`src/rtl/abl_pkg.sv`:
```
// Shared definitions for the address-bus-low sequencer: ABL op codes, addressing modes,
// register-file selects and the sequencer state enum.
// Latency: n/a (definitions only). Backpressure: n/a.
package abl_pkg;

    // ABL op codes driven onto the datapath
    localparam logic [4:0] OP_HOLD   = 5'b00011;  // ABL holds (ci=0) or advances (ci=1)
    localparam logic [4:0] OP_DBREG  = 5'b00101;  // DB + REG
    localparam logic [4:0] OP_AHLREG = 5'b01001;  // AHL + REG
    localparam logic [4:0] OP_BR     = 5'b01111;  // branch add; bit 4 carries the branch sense
    localparam logic [4:0] OP_REG    = 5'b00001;  // REG + 0
    localparam logic [4:0] OP_PC     = 5'b00010;  // PCL + 0

    // Addressing modes as presented by the decoder
    localparam logic [2:0] MODE_ZP   = 3'd0;
    localparam logic [2:0] MODE_ZPX  = 3'd1;
    localparam logic [2:0] MODE_ZPY  = 3'd2;
    localparam logic [2:0] MODE_ABS  = 3'd3;
    localparam logic [2:0] MODE_ABSX = 3'd4;
    localparam logic [2:0] MODE_ABSY = 3'd5;
    localparam logic [2:0] MODE_REL  = 3'd6;
    localparam logic [2:0] MODE_STK  = 3'd7;

    // Register-file index selects
    localparam logic [1:0] REG_ZERO = 2'd0;
    localparam logic [1:0] REG_X    = 2'd1;
    localparam logic [1:0] REG_Y    = 2'd2;
    localparam logic [1:0] REG_S    = 2'd3;

    typedef enum logic [3:0] {
        S_IDLE,
        S_OPND,
        S_OPND2,
        S_EA_ZP,
        S_EA_ABS,
        S_BR,
        S_FIX,
        S_DATA,
        S_STK,
        S_RESTORE
    } state_t;

    // Index register implied by a mode. Stack mode points at S throughout the
    // sequence; modes without an index add zero.
    function automatic logic [1:0] reg_sel_of(input logic [2:0] m);
        logic [1:0] r;
        r = REG_ZERO;
        case (m)
            MODE_ZPX, MODE_ABSX: r = REG_X;
            MODE_ZPY, MODE_ABSY: r = REG_Y;
            MODE_STK:            r = REG_S;
            default:             r = REG_ZERO;
        endcase
        return r;
    endfunction

    function automatic logic is_abs(input logic [2:0] m);
        return (m == MODE_ABS) || (m == MODE_ABSX) || (m == MODE_ABSY);
    endfunction

endpackage

```
`src/rtl/abl_seq.sv`:
```
// ABL sequencer: steps one state per rdy cycle from a start pulse, decoding ABL op/ci, AHL/PCL loads, reg select, ABH fix.
// Latency: start->done 4 (ZP*), 5/6 (ABS*), 2/3 (REL), 2 (STK) cycles; outputs are combinational from state.
// Backpressure: rdy=0 freezes state and forces HOLD with all enables and done low; start is not queued.
// Ports: clk/RST (async active-high); start, mode, br_inv from decoder; rdy bus stall; co from ABL adder;
//        op, ci, ld_ahl, ld_pc, inc_pc, reg_sel, abh_inc to the datapath; busy, done status.
module abl_seq
    import abl_pkg::*;
#(
    parameter bit FIX_EN = 1'b1
) (
    input  logic       clk,
    input  logic       RST,
    input  logic       start,
    input  logic [2:0] mode,
    input  logic       br_inv,
    input  logic       rdy,
    input  logic       co,
    output logic [4:0] op,
    output logic       ci,
    output logic       ld_ahl,
    output logic       ld_pc,
    output logic       inc_pc,
    output logic [1:0] reg_sel,
    output logic       abh_inc,
    output logic       busy,
    output logic       done
);

    state_t     state;
    logic [2:0] mode_q;
    logic       br_inv_q;
    logic       fix_ret_idle;   // FIX returns to IDLE (branch) rather than DATA (absolute)
    logic       take_fix;

    // co only matters at the edge that ends EA_ABS/BR; elsewhere it is ignored.
    assign take_fix = co && FIX_EN;

    always_ff @(posedge clk or posedge RST) begin
        if (RST) begin
            state        <= S_IDLE;
            mode_q       <= MODE_ZP;
            br_inv_q     <= 1'b0;
            fix_ret_idle <= 1'b0;
        end else if (rdy) begin
            case (state)
                S_IDLE: begin
                    if (start) begin
                        mode_q   <= mode;
                        br_inv_q <= br_inv;
                        state    <= (mode == MODE_STK) ? S_STK : S_OPND;
                    end
                end
                S_OPND: begin
                    if (mode_q == MODE_REL)
                        state <= S_BR;
                    else if (is_abs(mode_q))
                        state <= S_OPND2;
                    else
                        state <= S_EA_ZP;
                end
                S_OPND2: state <= S_EA_ABS;
                // Zero page wraps inside page 0, so no page fix here.
                S_EA_ZP: state <= S_DATA;
                S_EA_ABS: begin
                    if (take_fix) begin
                        state        <= S_FIX;
                        fix_ret_idle <= 1'b0;
                    end else begin
                        state <= S_DATA;
                    end
                end
                S_BR: begin
                    if (take_fix) begin
                        state        <= S_FIX;
                        fix_ret_idle <= 1'b1;
                    end else begin
                        state <= S_IDLE;
                    end
                end
                S_FIX:     state <= fix_ret_idle ? S_IDLE : S_DATA;
                S_DATA:    state <= S_RESTORE;
                S_STK:     state <= S_RESTORE;
                S_RESTORE: state <= S_IDLE;
                default:   state <= S_IDLE;
            endcase
        end
    end

    always_comb begin
        op      = OP_HOLD;
        ci      = 1'b0;
        ld_ahl  = 1'b0;
        ld_pc   = 1'b0;
        inc_pc  = 1'b0;
        abh_inc = 1'b0;
        done    = 1'b0;
        reg_sel = reg_sel_of(mode_q);

        case (state)
            S_OPND: begin
                ci     = 1'b1;
                ld_pc  = 1'b1;
                inc_pc = 1'b1;
            end
            S_OPND2: begin
                ci     = 1'b1;
                ld_ahl = 1'b1;
                ld_pc  = 1'b1;
                inc_pc = 1'b1;
            end
            S_EA_ZP:  op = OP_DBREG;
            S_EA_ABS: op = OP_AHLREG;
            S_BR: begin
                op    = {br_inv_q, OP_BR[3:0]};
                ci    = 1'b1;
                ld_pc = 1'b1;
                // Without a page cross the branch completes here.
                done  = !take_fix;
            end
            S_FIX: begin
                abh_inc = 1'b1;
                done    = fix_ret_idle;
            end
            S_STK: begin
                op      = OP_REG;
                reg_sel = REG_S;
            end
            S_RESTORE: begin
                op   = OP_PC;
                done = 1'b1;
            end
            default: begin
                op = OP_HOLD;
            end
        endcase

        // Stall: ABL holds and nothing loads; reg_sel keeps the state's value.
        if (!rdy) begin
            op      = OP_HOLD;
            ci      = 1'b0;
            ld_ahl  = 1'b0;
            ld_pc   = 1'b0;
            inc_pc  = 1'b0;
            abh_inc = 1'b0;
            done    = 1'b0;
        end
    end

    assign busy = (state != S_IDLE);

endmodule

```
`config.mk`:
```
export PLATFORM = sky130hd
export DESIGN_NAME = abl_seq
export DESIGN_NICKNAME = d
export VERILOG_FILES = /design/src/rtl/abl_pkg.sv /design/src/rtl/abl_seq.sv
export SDC_FILE = /design/constraint.sdc
export NUM_CORES = 1
export LEC_CHECK = 0
export CORE_MARGIN = 3
export CORE_UTILIZATION = 35
export CTS_BUF_LIST = sky130_fd_sc_hd__clkbuf_2
export DETAILED_ROUTE_END_ITERATION = 12
export SYNTH_ARGS = -nofsm -noshare
export SYNTH_HDL_FRONTEND = slang
export SYNTH_SLANG_ARGS = --single-unit
```
`constraint.sdc`:
```
create_clock -name clk -period 4.54 [get_ports clk]
set_clock_uncertainty 0.15 [all_clocks]
set_input_delay 1.135 -clock clk [delete_from_list [all_inputs] [get_ports clk]]
set_output_delay 1.135 -clock clk [all_outputs]
set_load 0.1 [all_outputs]
```
Word level (Yosys, flattened, before mapping). Index checks and enable logic that the tools add are counted.

Mux-type cells: 25. Reductions and logical operators: 14. Equality and inequality tests: 20.

Operators with widths (count): $pmux 4 s8 (1); $pmux 5 s5 (1); $eq 4x3->1 const B (4); $eq 3x3->1 const B (5); $mux 1 (13); $mux 3 (3); $eq 4x2->1 const B (2); $eq 4x4->1 const B (2); $mux 4 (2); $reduce_or 2->1 (4); $eq 3x2->1 const B (2); $ne 2x2->1 const B (3); $pmux 2 s3 (1); $mux 5 (1); $eq 4x1->1 const B (1); $logic_not 4->1 (1); $reduce_and 4->1 (1); $reduce_bool 4->1 (1); $eq 3x1->1 const B (1); $pmux 1 s3 (1); $reduce_and 3->1 (1); $reduce_or 3->1 (1); $logic_or 1x1->1 (2); $mux 2 (1); 4 further kinds (4).

Word-level logic and storage cells: 63. Input bits: 9. Output and inout bits: 14. Flip-flop bits (word level): 9.

Longest topological paths before layout.
Depth in word-level cells: 6. Mapped depth: 6. Mapped depth without buffers: 4.

Worst setup path before layout. OpenSTA, ideal clock, no wires.

Path type: input -> output. Start: input rdy. End: output abh_inc. Stages: 3. Required time: 3.255 ns. Path buffers: 1. Arrival: 3.404 ns. Slack: -0.149 ns. Cell sequence: buf_2 -> nand2_1 -> nor3_1.

Cells in the longest elaborated chain, start to end: 1.

Ends and longest elaborated chain: start: declaration (RTL line abl_seq.sv:16) `input logic rdy,`; $mux 1 (RTL line abl_seq.sv:138) `if (!rdy) begin`; end: declaration (RTL line abl_seq.sv:24) `output logic abh_inc,`.

Every way passes these cells.

Final worst setup path.
Start: input rdy. End: output op[4].

Cells in the longest elaborated chain, start to end: 1.

Ends and longest elaborated chain: $mux 5 (RTL line abl_seq.sv:138); end: declaration (RTL line abl_seq.sv:18) `output logic [4:0] op,`.

Every way passes these cells.

==> impl_metrics.tcl <==
set metrics [dict create \
    status "finished clean" \
    layout-drive-gt1-share 0.239 \
    cts.path.max_buffers 2 \
    worst-slew-pin-transition_ns 0.959 \
    vias 772 \
    post_cts_buffers 0 \
    synth_seq_area_share 0.276 \
    m1WireLength_um 941 \
    fin_crit_ns 3.95 \
    crit_path_end_kind "primary output" \
    final_core_util 0.531 \
    fin_crit_sh 0.871 \
    row_count 16 \
    cts_resized 0 \
    worstSetupPathType "input pin to primary output" \
    hold_viol 0 \
    layout.nets 123 \
    rsz0062_at_grt "no" \
    crit_arrival_ns 2.67 \
    wl_per_cell_um 13.7 \
    core-area_um2 2080 \
    gp_congestion 0.825 \
    top_layer "met4" \
    antenna_found_initial 0 \
    numCtsBuffers 3 \
    drtAntennaViolNets 0 \
    die_h_um 54.2 \
    avgViaCountPerCell 5.51 \
    netlist_instances 96 \
    drt_iter0_drc 24 \
    clockRootBuffer "clkbuf_2" \
    cts_tree "done" \
    wl_met3_um 91 \
    clkTransAtPathRegs_ns 0.08 \
    fillers 207 \
    ios 23 \
    drv_cap 0 \
    yosys.cell_types.count 38 \
    startpoint_type "input pin" \
    mostFrequentLayoutCells "nand2_1 (9), nor2b_1 (9), dfrtp_1 (9), clkdlybuf4s50_1 (9), buf_12 (8)" \
    hold_path_class "flip-flop to flip-flop" \
    crit_required_ns 3.25 \
    placed_area_um2 1080 \
    place_hpwl_um 1450 \
    drc 0 \
    syn_area_per_cell_um2 8.48 \
    cts_hold_buf 0 \
    synth_edf_count 0 \
    route.met2.wl_um 878 \
    async_flop_share 1.00 \
    preCtsSetupSlack_ns 0.584 \
    syn_area_um2 815 \
    design_area_um2 1100 \
    worstPathMaxFanout 12 \
    port-buffer-count 22 \
    die-area_um2 2940 \
    fin_ws_ns 0.588 \
    grt_max_degree 23 \
    synth_ff_type "dfrtp_1" \
    setup_viol 0 \
    grt_overflow 0 \
    maxSlewViolCount 0 \
    n_antenna_cell 0 \
    grtUsageTotal 0.147 \
    clk_latency_ns 0.23 \
    cts_max_level 1 \
    dieWidth_um 54.2 \
    start_util 0.391 \
    syn2layout_area_growth_pct 35.6 \
    synth.net_count 105 \
    grt_first_pass_wirelength_um 3170 \
    drt_pass1_iterations 4 \
    grt_pass1_vias 665 \
    fmax_mhz 253 \
    setup_tns_ns 0 \
    slew_headroom 0.359 \
    ys_ff_latch 9 \
    yosys_warnings 0 \
    r2r_slack_ns 2.53 \
    cts_sinks 9 \
    drt-total-wl_um 1920 \
]
final timing paths:
check / startpoint / end / cells after the start
setup / recovery: rdy / op[4] / 5
hold reg to reg: br_inv_q / br_inv_q / 1
hold / removal: br_inv_q / br_inv_q / 1
setup reg to reg: state[1] / mode_q[2] / 3
min in group asynchronous: RST / state[3] / 2
max in group asynchronous: RST / mode_q[2] / 2
cells in the mapped netlist, types with 2 or more instances:
cell type,instances,area [µm²]
a21oi_1,5,25.0
a221o_1,2,20.0
a31oi_1,2,12.5
a32oi_1,2,17.5
and3_1,3,18.8
buf_2,4,20.0
buf_6,2,22.5
dfrtp_1,9,225
mux2_4,5,75.1
nand2_1,9,33.8
nand2b_1,5,31.3
nor2_1,5,18.8
nor2b_1,9,56.3
nor3_1,3,15.0
nor3_2,2,20.0
nor3b_1,2,15.0
o211ai_1,2,15.0
o21ai_0,3,15.0
o22ai_1,2,12.5
or2b_1,2,15.0
stage by stage:
step                hold WS [ns]  instances
floorplan                  0.323         96
global placement           0.367        136
detailed placement         0.373        136
CTS                        0.398        140
global route               0.414        140
finish                     0.384        140
cell type report:
cell class                 instances  area (µm²)  share of cell area
timing repair buffer              22         288               0.260
inverter                           2        7.51             0.00680
clock buffer                       4        20.0              0.0181
sequential                         9         225               0.204
multi-input combinational         76         531               0.480
tap                               27        33.8              0.0306
sequential cells by signal, indices dropped and copies added, names as in the netlist:
register,cells
fix_ret_idle,1
mode_q,3
state,4
br_inv_q,1
cells by family (layout without fill, tap and decap cells):
kind of cell,Yosys count,in the layout,synth area share
buffers and inverters,11,28,0.0799
DFF,9,9,0.277
xor gates and xnor gates,2,2,0.0215
and+or+nand+nor,44,44,0.307
AOI/OAI and AO/OA,25,25,0.223
muxes,5,5,0.0922
critical path: stages:
cell and delay [ns]:
clkdlybuf4s50_1 0.72, nand2b_1 0.17, nor3_4 0.21, and3_1 0.24
buf_12 0.18
routing by layer:
| layer | vias to the layer above | GRT usage |
|---|---|---|
| met4 | 0 | 0.0622 |
| met5 | - | 0 |
| met3 | 2 | 0.00817 |
| li1 | 380 | - |
| met2 | 21 | 0.217 |
| met1 | 369 | 0.221 |
Power is left out: the tool's default activity adds up to more than one toggle a clock period on the data nets, which glitch-free logic cannot reach.
